## config.mk

```make
export PLATFORM = sky130hd
export DESIGN_NAME = buscador_binario
export DESIGN_NICKNAME = d
export VERILOG_FILES = /design/src/rtl/buscador_binario.sv
export SDC_FILE = /design/constraint.sdc
export NUM_CORES = 1
export LEC_CHECK = 0
export BUFFER_PORTS_ARGS = -buffer_cell sky130_fd_sc_hd__buf_2
export CAP_MARGIN = 25
export CORE_ASPECT_RATIO = 0.5
export CORE_MARGIN = 3
export CORE_UTILIZATION = 30
export DETAILED_ROUTE_END_ITERATION = 10
export PLACE_DENSITY = 0.48
export SLEW_MARGIN = 15
export SYNTH_ARGS = -nofsm -noshare
export SYNTH_HDL_FRONTEND = slang
export SYNTH_SLANG_ARGS = --single-unit
```

## constraint.sdc

```tcl
create_clock -name clk -period 2.8 [get_ports clk]
set_input_delay 0.28 -clock clk [delete_from_list [all_inputs] [get_ports clk]]
set_output_delay 0.28 -clock clk [all_outputs]
set_load 0.005 [all_outputs]
```

## src/rtl/buscador_binario.sv

```systemverilog
// Binary-search initiator: drives palpite into an external magnitude
// comparator and narrows [low,high] from its iguais/maior/menor flags.
// Ports: clk, rst (async, active-high), start; comparator flags iguais,
// maior, menor in; palpite (operand A), ocupado, pronto (1-cycle pulse),
// resultado, encontrado, erro, tentativas out (last four held per search).
module buscador_binario #(
  parameter int WIDTH = 4
) (
  input  logic                         clk,
  input  logic                         rst,
  input  logic                         start,
  input  logic                         iguais,
  input  logic                         maior,
  input  logic                         menor,
  output logic [WIDTH-1:0]             palpite,
  output logic                         ocupado,
  output logic                         pronto,
  output logic [WIDTH-1:0]             resultado,
  output logic                         encontrado,
  output logic                         erro,
  output logic [$clog2(WIDTH+2)-1:0]   tentativas
);

  localparam int TW = $clog2(WIDTH+2);
  localparam logic [WIDTH-1:0] MAXV = {WIDTH{1'b1}};
  localparam logic [WIDTH-1:0] ONE  =
    {{(WIDTH-1){1'b0}}, 1'b1};
  localparam logic [TW-1:0] TONE =
    {{(TW-1){1'b0}}, 1'b1};

  typedef enum logic [1:0] {
    OCIOSO  = 2'd0,
    COMPARA = 2'd1,
    FIM     = 2'd2
  } state_t;

  state_t           state_q, state_d;
  logic [WIDTH-1:0] low_q, low_d;
  logic [WIDTH-1:0] high_q, high_d;
  logic [WIDTH-1:0] res_q, res_d;
  logic             enc_q, enc_d;
  logic             erro_q, erro_d;
  logic [TW-1:0]    tent_q, tent_d;
  logic [WIDTH:0]   soma;

  // One extra bit so low+high never wraps.
  assign soma    = {1'b0, low_q} + {1'b0, high_q};
  assign palpite = soma[WIDTH:1];

  assign ocupado    = (state_q == COMPARA);
  assign pronto     = (state_q == FIM);
  assign resultado  = res_q;
  assign encontrado = enc_q;
  assign erro       = erro_q;
  assign tentativas = tent_q;

  always_ff @(posedge clk or posedge rst) begin
    if (rst) begin
      state_q <= OCIOSO;
      low_q   <= '0;
      high_q  <= '0;
      res_q   <= '0;
      enc_q   <= 1'b0;
      erro_q  <= 1'b0;
      tent_q  <= '0;
    end else begin
      state_q <= state_d;
      low_q   <= low_d;
      high_q  <= high_d;
      res_q   <= res_d;
      enc_q   <= enc_d;
      erro_q  <= erro_d;
      tent_q  <= tent_d;
    end
  end

  always_comb begin
    state_d = state_q;
    low_d   = low_q;
    high_d  = high_q;
    res_d   = res_q;
    enc_d   = enc_q;
    erro_d  = erro_q;
    tent_d  = tent_q;
    case (state_q)
      OCIOSO: begin
        if (start) begin
          low_d   = '0;
          high_d  = MAXV;
          tent_d  = '0;
          enc_d   = 1'b0;
          erro_d  = 1'b0;
          state_d = COMPARA;
        end
      end
      COMPARA: begin
        tent_d = tent_q + TONE;
        case ({iguais, maior, menor})
          3'b100: begin
            res_d   = palpite;
            enc_d   = 1'b1;
            state_d = FIM;
          end
          3'b010: begin
            // palpite==low also covers palpite==0
            if (palpite == low_q ||
                palpite == '0) begin
              res_d   = palpite;
              erro_d  = 1'b1;
              state_d = FIM;
            end else begin
              high_d = palpite - ONE;
            end
          end
          3'b001: begin
            if (palpite == MAXV ||
                palpite == high_q) begin
              res_d   = palpite;
              erro_d  = 1'b1;
              state_d = FIM;
            end else begin
              low_d = palpite + ONE;
            end
          end
          default: begin
            res_d   = palpite;
            erro_d  = 1'b1;
            state_d = FIM;
          end
        endcase
      end
      FIM: begin
        state_d = OCIOSO;
      end
      default: begin
        state_d = OCIOSO;
      end
    endcase
  end

endmodule

```

==> metrics.txt, run 1 <==
Fill cells 364; IO Port Bufs 20; Ant. Diodes 0; Tot GR Track Use 0.141; Vias/cell around 4.6; share of layout cells above drive strength 1 0.377; Post-Syn Nets 130; DP Wirelength 2210 um; WL final 2980 um; Synth-to-Final Area Change 34.4%; # clock sinks 19; CP Cell Sequence inv_1 -> fa_2 -> nand2b_1 -> a21oi_2 -> buf_4 -> xor2_2 -> o31ai_2 -> a21oi_2 -> nor3_4 -> buf_12 -> mux2_4; outcome complete, no violations; Top Metal Used met4; WL/cell ~15 um; grt total ovfl 0; Final Cell Area 0.00159 mm^2; die width 94.9 um; synth warn 0; CP arrival 2.84 ns; met2 WL 1160 um; worst-skew pair later-pin latency 0.27 ns; clock period minus worst slack 2.69 ns; initial antenna violation count 0; Tightest Pin Transition approximately 0.78 ns; Synth Instances 117; Netlist cell types 36; crit path max-delay cell type fa_2; Crit. End Element flip-flop; DR WL met3 120 um; Ports 21; Rel. slew slack 0.476; Seq/Total Area, Yosys 0.401; Max Clk Rate 372 MHz; GPL Wtd Cong 0.789; FP Rows 15; Post-DP Area roughly 0.0015 mm^2; CTS Buf Count 3; CTS tree yes; Fin. Hold Viols 0; pin count of the biggest net entering global routing 20; first-pass GRT wire length approximately 5100 um; count of state elements after synthesis 19; worst-case clock buffer depth 2; Die ar. between 0.004 and 0.005 mm^2; vias in the first global route just under 1,000; slowest stage delay, CP 0.42 ns; Metal-1 WL between 1500 and 2000 um; Crit path max-delay family compound AO/OA/AOI/OAI gates; startpoint types flip-flop; H-tree depth 1; Pre-antenna DRT Iters 4; Slew Limit Fails 0; CP dominant cell by count a21oi_2; Clk Tree Root Cell clkbuf_8; Starting Density 0.329; mapped cell area 0.00118 mm^2; Final #Nets 168; via count 948; core footprint 0.00360 mm^2; total of max-cap violations 0; final setup violation count 0; Die Y 50.4 um; Avg Inst Size Synth 10.1 um^2; HP Class in -> async; Worst-path clk slew 0.08 ns; DR DRC count 0; Starting DRT DRC Count 41; buffers and inverters on the worst path 3; final worst path period share 0.961; Worst Path Required a little under 3 ns; Routed Antenna Nets 0; crit-path max FO 6; type of the worst setup path reg -> reg; Setup Skew 0.0108 ns
## cell type report
type	instances	area (um^2)	share of cell area
inverter	10	37.5	0.0236
tap	51	63.8	0.0401
multi-input combinational	87	749	0.471
clock buffer	4	45.0	0.0283
timing repair buffer	34	221	0.139
sequential	19	475	0.299
## cell families (layout without fill, tap and decap cells)
logic type,Yosys count,in the layout,share of synthesized area
and+or+nand+nor,41,41,0.171
AOI/OAI and AO/OA,22,22,0.146
DFF,19,19,0.401
xor gates and xnor gates,12,12,0.107
buffers and inverters,11,48,0.0348
adders and majority gates,7,7,0.0803
muxes,5,5,0.0602
## path summary, 6_finish.rpt
kind	start	endpoint	slack [ns]	cells after the start
worst min-delay path	rst	high_q[2]$_DFFE_PP0P_	0.14	2
worst max-delay path	low_q[1]$_DFFE_PP0P_	resultado[0]$_DFFE_PP0P_	0.11	11
min in group clk	iguais	encontrado$_DFFE_PP0P_	0.32	3
worst min register to register	encontrado$_DFFE_PP0P_	encontrado$_DFFE_PP0P_	0.50	2
max in group asynchronous	rst	tentativas[2]$_DFFE_PP0P_	2.16	2
worst max register to register	low_q[1]$_DFFE_PP0P_	resultado[0]$_DFFE_PP0P_	0.11	11
## metal layers
metal,GRT usage,vias to the layer above
met1,0.216,443
li1,-,483
met3,0.0404,4
met2,0.194,18
met5,0,-
met4,0.0287,0
## Yosys cell counts (all sizes together)
cell type	n	area [um^2]
dfrtp	19	475
nand2	12	45.0
nor2	11	41.3
inv	10	37.5
a21oi	8	51.3
nor3	7	46.3
xor2	7	68.8
ha	6	75.1
mux2	5	71.3
xnor2	4	35.0
a22o	3	26.3
nand3	3	15.0
nand2b	2	12.5
nor3b	2	15.0
o211ai	2	15.0
a211o	1	10.0
a221o	1	10.0
a31o	1	8.76
a31oi	1	6.26
and3	1	6.26
clkbuf	1	3.75
fa	1	20.0
nand4b	1	8.76
nor2b	1	6.26
nor4	1	6.26
o21ai	1	5.00
o21bai	1	7.51
o311ai	1	8.76
o31ai	1	7.51
o41ai	1	16.3
xnor3	1	22.5
## cell usage in the layout, fill, tap and decap left out, types with 2 or more instances in the layout
| master | instances |
|---|---|
| buf_2 | 20 |
| dfrtp_1 | 19 |
| nand2_1 | 12 |
| buf_4 | 12 |
| nor2_1 | 10 |
| inv_1 | 9 |
| ha_1 | 6 |
| nor3_1 | 5 |
| a21oi_1 | 5 |
| xor2_1 | 4 |
| xnor2_1 | 4 |
| mux2_4 | 4 |
| xor2_2 | 3 |
| nand3_1 | 3 |
| a22o_1 | 3 |
| clkbuf_8 | 3 |
| nand2b_1 | 2 |
| a21oi_2 | 2 |
| nor3b_1 | 2 |
| o211ai_1 | 2 |
## registers in the layout, summed over array words and instances (netlist names)
name,count
erro,1
tentativas,3
state_q,2
encontrado,1
resultado,4
low_q,4
high_q,4
## metrics by stage
| stage | TNS, ns | util | worst slack, ns | instances | hold WS [ns] |
|---|---|---|---|---|---|
| after global routing | -0.0413 | 0.442 | -0.0121 | 205 | 0.227 |
| after CTS | -0.00771 | 0.422 | -0.00771 | 204 | 0.181 |
| after floorplan | 0 | - | 0.0317 | 117 | 0.231 |
| after global placement | 0 | 0.404 | 0.0513 | 200 | 0.464 |
| final | 0 | 0.442 | 0.109 | 205 | 0.143 |
| after detailed placement | -0.358 | 0.404 | -0.0922 | 200 | 0.472 |
## repair_timing
action	4_1_cts	5_1_grt
pin swaps	0	7
hold buffers	0	0
resized for setup	3	10
endpoints found under the setup margin	5	12
setup buffers	0	1
hold endpoints to repair	0	0
Power of run 1 is not shown: default switching activity piles up to over one toggle a cycle in this logic, so the estimate is an artifact.
==> inputs of run 2 (changes only) <==
Settings changed: CORE_UTILIZATION 30 to 45, CTS_CLUSTER_SIZE set to 8, PLACE_DENSITY 0.48 to 0.67, SLEW_MARGIN 15 to 10.
==> run 2 against run 1 <==
Effect of this change: clock-buffer cell count decreased by 1; register-to-register slack got worse by 0.07 ns; worst setup slack got worse by 0.073 ns; maximum frequency decreased by 2.6%; worst hold slack got worse by 0.0010 ns; clock skew decreased by 0.0028 ns; critical endpoint unchanged; largest cell class unchanged.
==> metrics.txt, run 2 (synthesis results as in run 1) <==
outcome complete, no violations (unchanged); Ant. Diodes 0 (unchanged); initial antenna violation count 0 (unchanged); vias in the first global route 958 (was 988); Vias/cell 5.37 (was 4.62); Final #Nets 179 (was 168); Worst-path clk slew 0.08 ns (about the same); WL final 3210 um (was 2980 um); FP Rows 12 (was 15); final setup TNS 0 ns (unchanged); WL/cell 16.1 um (was 14.5 um); DP Worst Slack -0.0315 ns (was -0.0922 ns); crit-path max FO 6 (unchanged); GPL Wtd Cong 0.812 (was 0.789); final worst path period share 0.987 (was 0.961); total of max-cap violations 0 (unchanged); DR DRC count 0 (unchanged); Die Y 42.3 um (was 50.4 um); Crit. End Element flip-flop (unchanged); Slew Limit Fails 0 (unchanged); H-tree depth 1 (unchanged); register area 475 um^2 (unchanged); Worst Path Required 2.95 ns (about the same); first-pass GRT wire length 4970 um (was 5080 um); setup repair after global routing missed its margin yes; Clk Tree Root Cell clkbuf_8 (unchanged); Tot GR Track Use 0.199 (was 0.141); Starting Density 0.503 (was 0.329); die width 78.6 um (was 94.9 um); worst-skew pair later-pin latency 0.26 ns (was 0.27 ns); Rel. slew slack 0.360 (was 0.476); most frequent cells in the layout 24 x buf_4, 20 x buf_2, 19 x dfrtp_1 (was 20 x buf_2, 19 x dfrtp_1, 12 x nand2_1, 12 x buf_4, 10 x nor2_1); CTS Buf Count 3 (unchanged); Fin. Hold Viols 0 (unchanged); CTS tree yes (unchanged); worst-case clock buffer depth 2 (unchanged); Multi-input gate area 722 um^2 (was 749 um^2); final setup violation count 0 (unchanged); Max Clk Rate 362 MHz (was 372 MHz); Setup Skew 0.00801 ns (was 0.0108 ns); Tightest Pin Transition 0.952 ns (was 0.785 ns); pin count of the biggest net entering global routing 20 (unchanged); core footprint 0.00236 mm^2 (was 0.00360 mm^2); Routed Antenna Nets 0 (unchanged); startpoint types flip-flop (unchanged); via count 1,074 (was 948); Pre-antenna DRT Iters 4 (unchanged); Starting DRT DRC Count 76 (was 41); grt total ovfl 0 (unchanged); Fill cells 184 (was 364); Die ar. 0.00332 mm^2 (was 0.00479 mm^2); HP Class in -> async (unchanged); # clock sinks 19 (unchanged); type of the worst setup path reg -> reg (unchanged); share of layout cells above drive strength 1 0.424 (was 0.377); final worst slack 0.0356 ns (was 0.109 ns); CP arrival 2.92 ns (was 2.84 ns); Ports 21 (unchanged); clock period minus worst slack 2.76 ns (was 2.69 ns); commonest non-fill, non-tap cell in the layout buf_4 (was buf_2); IO Port Bufs 20 (unchanged); Synth-to-Final Area Change 37.2% (was 34.4%); DP Wirelength 2230 um (was 2210 um)
## run 2: worst max-delay path: stages (launching register included)
cell      delay (ns)
dfrtp_1         0.40
ha_1            0.31
a31o_1          0.24
a21oi_2         0.22
xor2_2          0.27
inv_2           0.13
o311ai_2        0.27
nor2_1          0.13
nor3_4          0.24
buf_12          0.15
mux2_4          0.29
## run 2: final timing paths
| kind | start | to | slack, ns | depth (start not counted) |
|---|---|---|---|---|
| setup / recovery | low_q[1]$_DFFE_PP0P_ | resultado[0]$_DFFE_PP0P_ | 0.04 | 10 |
| hold reg to reg | resultado[1]$_DFFE_PP0P_ | resultado[1]$_DFFE_PP0P_ | 0.51 | 1 |
| max in group asynchronous | rst | high_q[0]$_DFFE_PP0P_ | 2.17 | 2 |
| setup reg to reg | low_q[1]$_DFFE_PP0P_ | resultado[0]$_DFFE_PP0P_ | 0.04 | 10 |
| hold / removal | rst | tentativas[1]$_DFFE_PP0P_ | 0.14 | 2 |
| min in group clk | iguais | encontrado$_DFFE_PP0P_ | 0.33 | 3 |
## run 2: layer usage
metal	wire, um	part of all wire	global-route usage
met2	1410	0.44	0.282
met1	1530	0.48	0.296
met3	254	0.079	0.0665
met4	15	0.0047	0.0314
met5	0	0	0
## run 2: final cells by class
cell class,count,share of cell area
clock inverter,1,0.00308
sequential,19,0.293
tap,35,0.0269
multi-input combinational,87,0.444
clock buffer,3,0.0254
inverter,10,0.0231
timing repair buffer,45,0.185
## run 2: per-stage QoR
stage          area, um^2   util  cells  hold WS, ns
2_1_floorplan        1180      -    117        0.231
3_3_place_gp         1490  0.631    191        0.445
3_5_place_dp         1490  0.631    191        0.447
4_1_cts              1560  0.661    197        0.164
5_1_grt              1630  0.689    200        0.197
6_report             1630  0.689    200        0.142
## run 2: timing repair
action,in CTS,in global routing
setup endpoints to repair,5,11
pin swaps,3,5
gates resized for setup,2,7
cloned,0,0
hold buffers,0,0
buffers inserted,2,3
Power of run 2 is left out for the same reason.
==> inputs of run 3 (changes only) <==
Settings changed: ABC_AREA set to 1, PLACE_DENSITY 0.67 to 0.66.
==> run 3 against run 2 <==
Effect of this change: sequential share of layout area is 0.51 points lower; synthesized cell count is 61% higher; via count is 14% higher; global-route usage fell by 2.4 points; maximum frequency is 14% higher; area after synthesis increased by 24%; die area rose by 21%; flip-flop and latch count unchanged; clock skew fell by 0.0034 ns; design area grew 1.8%; worst setup slack better by 0.34 ns; highest routed layer unchanged.
==> metrics.txt, run 3 <==
# clock sinks 19 (unchanged); initial antenna violation count 0 (unchanged); Starting Density 0.517 (was 0.503); Tightest Pin Transition 0.737 ns (was 0.952 ns); crit-path max FO 9 (was 6); placed cells 243 (was 191); Setup Skew 0.00464 ns (was 0.00801 ns); top-area cell type share of the netlist area 0.323 (was 0.401); CTS resizes 0 (was 2); cell with the most instances after synthesis nand2_1 (was dfrtp_1); DP Worst Slack 0.396 ns (was -0.0315 ns); Starting DRT DRC Count 78 (was 76); Clk Tree Root Cell clkbuf_8 (unchanged); Slew Limit Fails 0 (unchanged); core footprint 0.00285 mm^2 (was 0.00236 mm^2); reg2reg start low_q[1]$_DFFE_PP0P_ (unchanged); count of state elements after synthesis 19 (unchanged); total of max-cap violations 0 (unchanged); Fin. Hold Viols 0 (unchanged); Post-Syn Nets 201 (was 130); DP Wirelength 2490 um (was 2230 um); asr flop ratio synth 1.00 (unchanged); CTS tree yes (unchanged); HP Class in -> async (unchanged); Netlist cell types 29 (was 36); P_leak 0.929 nW; Avg Inst Size Synth 7.83 um^2 (was 10.1 um^2); IO Port Bufs 20 (unchanged); register-to-register setup slack 0.37 ns (was 0.04 ns); WL/cell 12.5 um (was 16.1 um); reg2reg end low_q[3]$_DFFE_PP0P_ (was resultado[0]$_DFFE_PP0P_); DR DRC count 0 (unchanged); Peak VDD IR approximately 600 uV; setup repair after global routing missed its margin no (was yes); Ant. Diodes 0 (unchanged); Die ar. 0.00403 mm^2 (was 0.00332 mm^2); GPL Wtd Cong 0.835 (was 0.812); synth cell count leaders 47 x nand2_1, 24 x inv_1, 19 x dfrtp_1 (was 19 x dfrtp_1, 12 x nand2_1, 11 x nor2_1); clock period minus worst slack 2.43 ns (was 2.76 ns); final non-filler cell total 247 (was 200); worst-skew pair later-pin latency 0.26 ns (about the same); startpoint types flip-flop (unchanged); share of layout cells above drive strength 1 0.276 (was 0.424); final worst slack 0.373 ns (was 0.0356 ns); Min Hold Slack 0.136 ns (was 0.142 ns); synth warn 0 (unchanged); Seq/Total Area, Yosys 0.323 (was 0.401); first-pass GRT wire length 5260 um (was 4970 um); Worst Path Required 2.96 ns (was 2.95 ns); H-tree depth 1 (unchanged); Synth-to-Final Area Change 12.4% (was 37.2%); FF-to-FF path depth 12 (was 10); pin count of the biggest net entering global routing 20 (unchanged); worst-case clock buffer depth 2 (unchanged); Tot GR Track Use 0.175 (was 0.199); Synth Instances 188 (was 117); FP Rows 13 (was 12); Pwr per Cell Area 1390 mW/mm^2; Routed Antenna Nets 0 (unchanged); Ports 21 (unchanged); Top FF cell, synth dfrtp_1 (unchanged); final setup violation count 0 (unchanged); Setup Fix Bufs, Post-CTS 0 (was 2); commonest non-fill, non-tap cell in the layout nand2_1 (was buf_4); WL final 3100 um (was 3210 um); Pre-antenna DRT Iters 4 (unchanged); CP endpoint low_q[3]$_DFFE_PP0P_ (was resultado[0]$_DFFE_PP0P_); EDFF count, synth 0 (unchanged); critical path startpoint low_q[1]$_DFFE_PP0P_ (unchanged); cell taking the most area after synthesis dfrtp_1 (unchanged); Rel. slew slack 0.508 (was 0.360); vias in the first global route 1,091 (was 958); Total Power 2.29 mW; Area contributors post-synth dfrtp_1 32%, nand2_1 12%, nand2_4 8.4%, nand3_1 6.1%, inv_1 6.1% (was dfrtp_1 40%, ha_1 6.3%, mux2_4 5.1%, xor2_1 4.4%, nand2_1 3.8%); CP arrival 2.58 ns (was 2.92 ns); via count 1,220 (was 1,074); most frequent cells in the layout 47 x nand2_1, 24 x inv_1, 20 x buf_2 (was 24 x buf_4, 20 x buf_2, 19 x dfrtp_1); grt total ovfl 0 (unchanged); final setup TNS 0 ns (unchanged); Die Y 46.4 um (was 42.3 um); CTS Buf Count 3 (unchanged); Vias/cell 4.94 (was 5.37); die width 86.9 um (was 78.6 um); outcome complete, no violations (unchanged); Crit. End Element flip-flop (unchanged); Final #Nets 224 (was 179); CTS Hold Bufs 0 (unchanged); mapped cell area 0.00147 mm^2 (was 0.00118 mm^2); type of the worst setup path reg -> reg (unchanged); Worst-path clk slew 0.07 ns (was 0.08 ns); Max Clk Rate 412 MHz (was 362 MHz); final worst path period share 0.867 (was 0.987)
## run 3: changes by cell type after synthesis, moves of 7 or more
| cell | delta |
|---|---|
| nor2_1 | +7 |
| inv_1 | +15 |
| nand2_1 | +35 |
| nand3_1 | +15 |
| nand4_1 | +7 |
| nand2_4 | +11 |
## run 3: kinds of logic after synthesis
| family | synth area share |
|---|---|
| AO/OA/AOI/OAI | 0.0383 |
| XOR/XNOR | 0.0119 |
| adder cells (fa/ha/maj) | 0.0646 |
| buffers and inverters | 0.0774 |
| flip-flops | 0.323 |
| AND/OR/NAND/NOR | 0.485 |
## run 3: area by class of cell
class                      instances  area (um^2)
clock buffer                       4         45.0
fill                             267         1190
inverter                          28          105
multi-input combinational        139          882
sequential                        19          475
tap                               37         46.3
timing repair buffer              20          100
## run 3: layer usage
layer,share of wire,up-vias,GRT usage
met3,0.045,4,0.0375
met5,0,-,0
met4,0.0087,0,0.0621
li1,-,639,-
met1,0.51,551,0.246
met2,0.44,26,0.267
## run 3: report_power, final
group          internal [mW]  switching (mW)  total (mW)
Sequential             0.395           0.116       0.511
Combinational          0.581            1.01        1.59
Clock                  0.101          0.0913       0.193
Total                   1.08            1.22        2.29
## run 3: how the worst min path moves through the flow
stage	depth (start not counted)	slack [ns]	end	startpoint
4_1_cts	2	0.16	tentativas[0]$_DFFE_PP0P_	rst
3_3_place_gp	2	0.43	tentativas[1]$_DFFE_PP0P_	rst
6_report	2	0.14	tentativas[0]$_DFFE_PP0P_	rst
2_1_floorplan	1	0.23	encontrado$_DFFE_PP0P_	rst
5_1_grt	2	0.20	tentativas[0]$_DFFE_PP0P_	rst
3_5_place_dp	2	0.45	tentativas[1]$_DFFE_PP0P_	rst
## run 3: worst max-delay path, cell delays in order, from the launching register on
cell and delay (ns):
dfrtp_1 0.42, inv_1 0.08, fa_1 0.75, inv_1 0.19
ha_1 0.25, nand3_2 0.09, nor2_2 0.05, nor2_4 0.13
nand2_8 0.09, nand2_4 0.08, nand2_4 0.06, nand2_1 0.07
nand2_1 0.05
## run 3: stage by stage
| step | area, um^2 | utilization |
|---|---|---|
| 6_report | 1650 | 0.581 |
| 5_1_grt | 1650 | 0.581 |
| 4_1_cts | 1650 | 0.581 |
| 3_5_place_dp | 1610 | 0.565 |
| 3_3_place_gp | 1610 | 0.565 |
| 2_1_floorplan | 1470 | - |
Power figures use the tool's default switching activity.
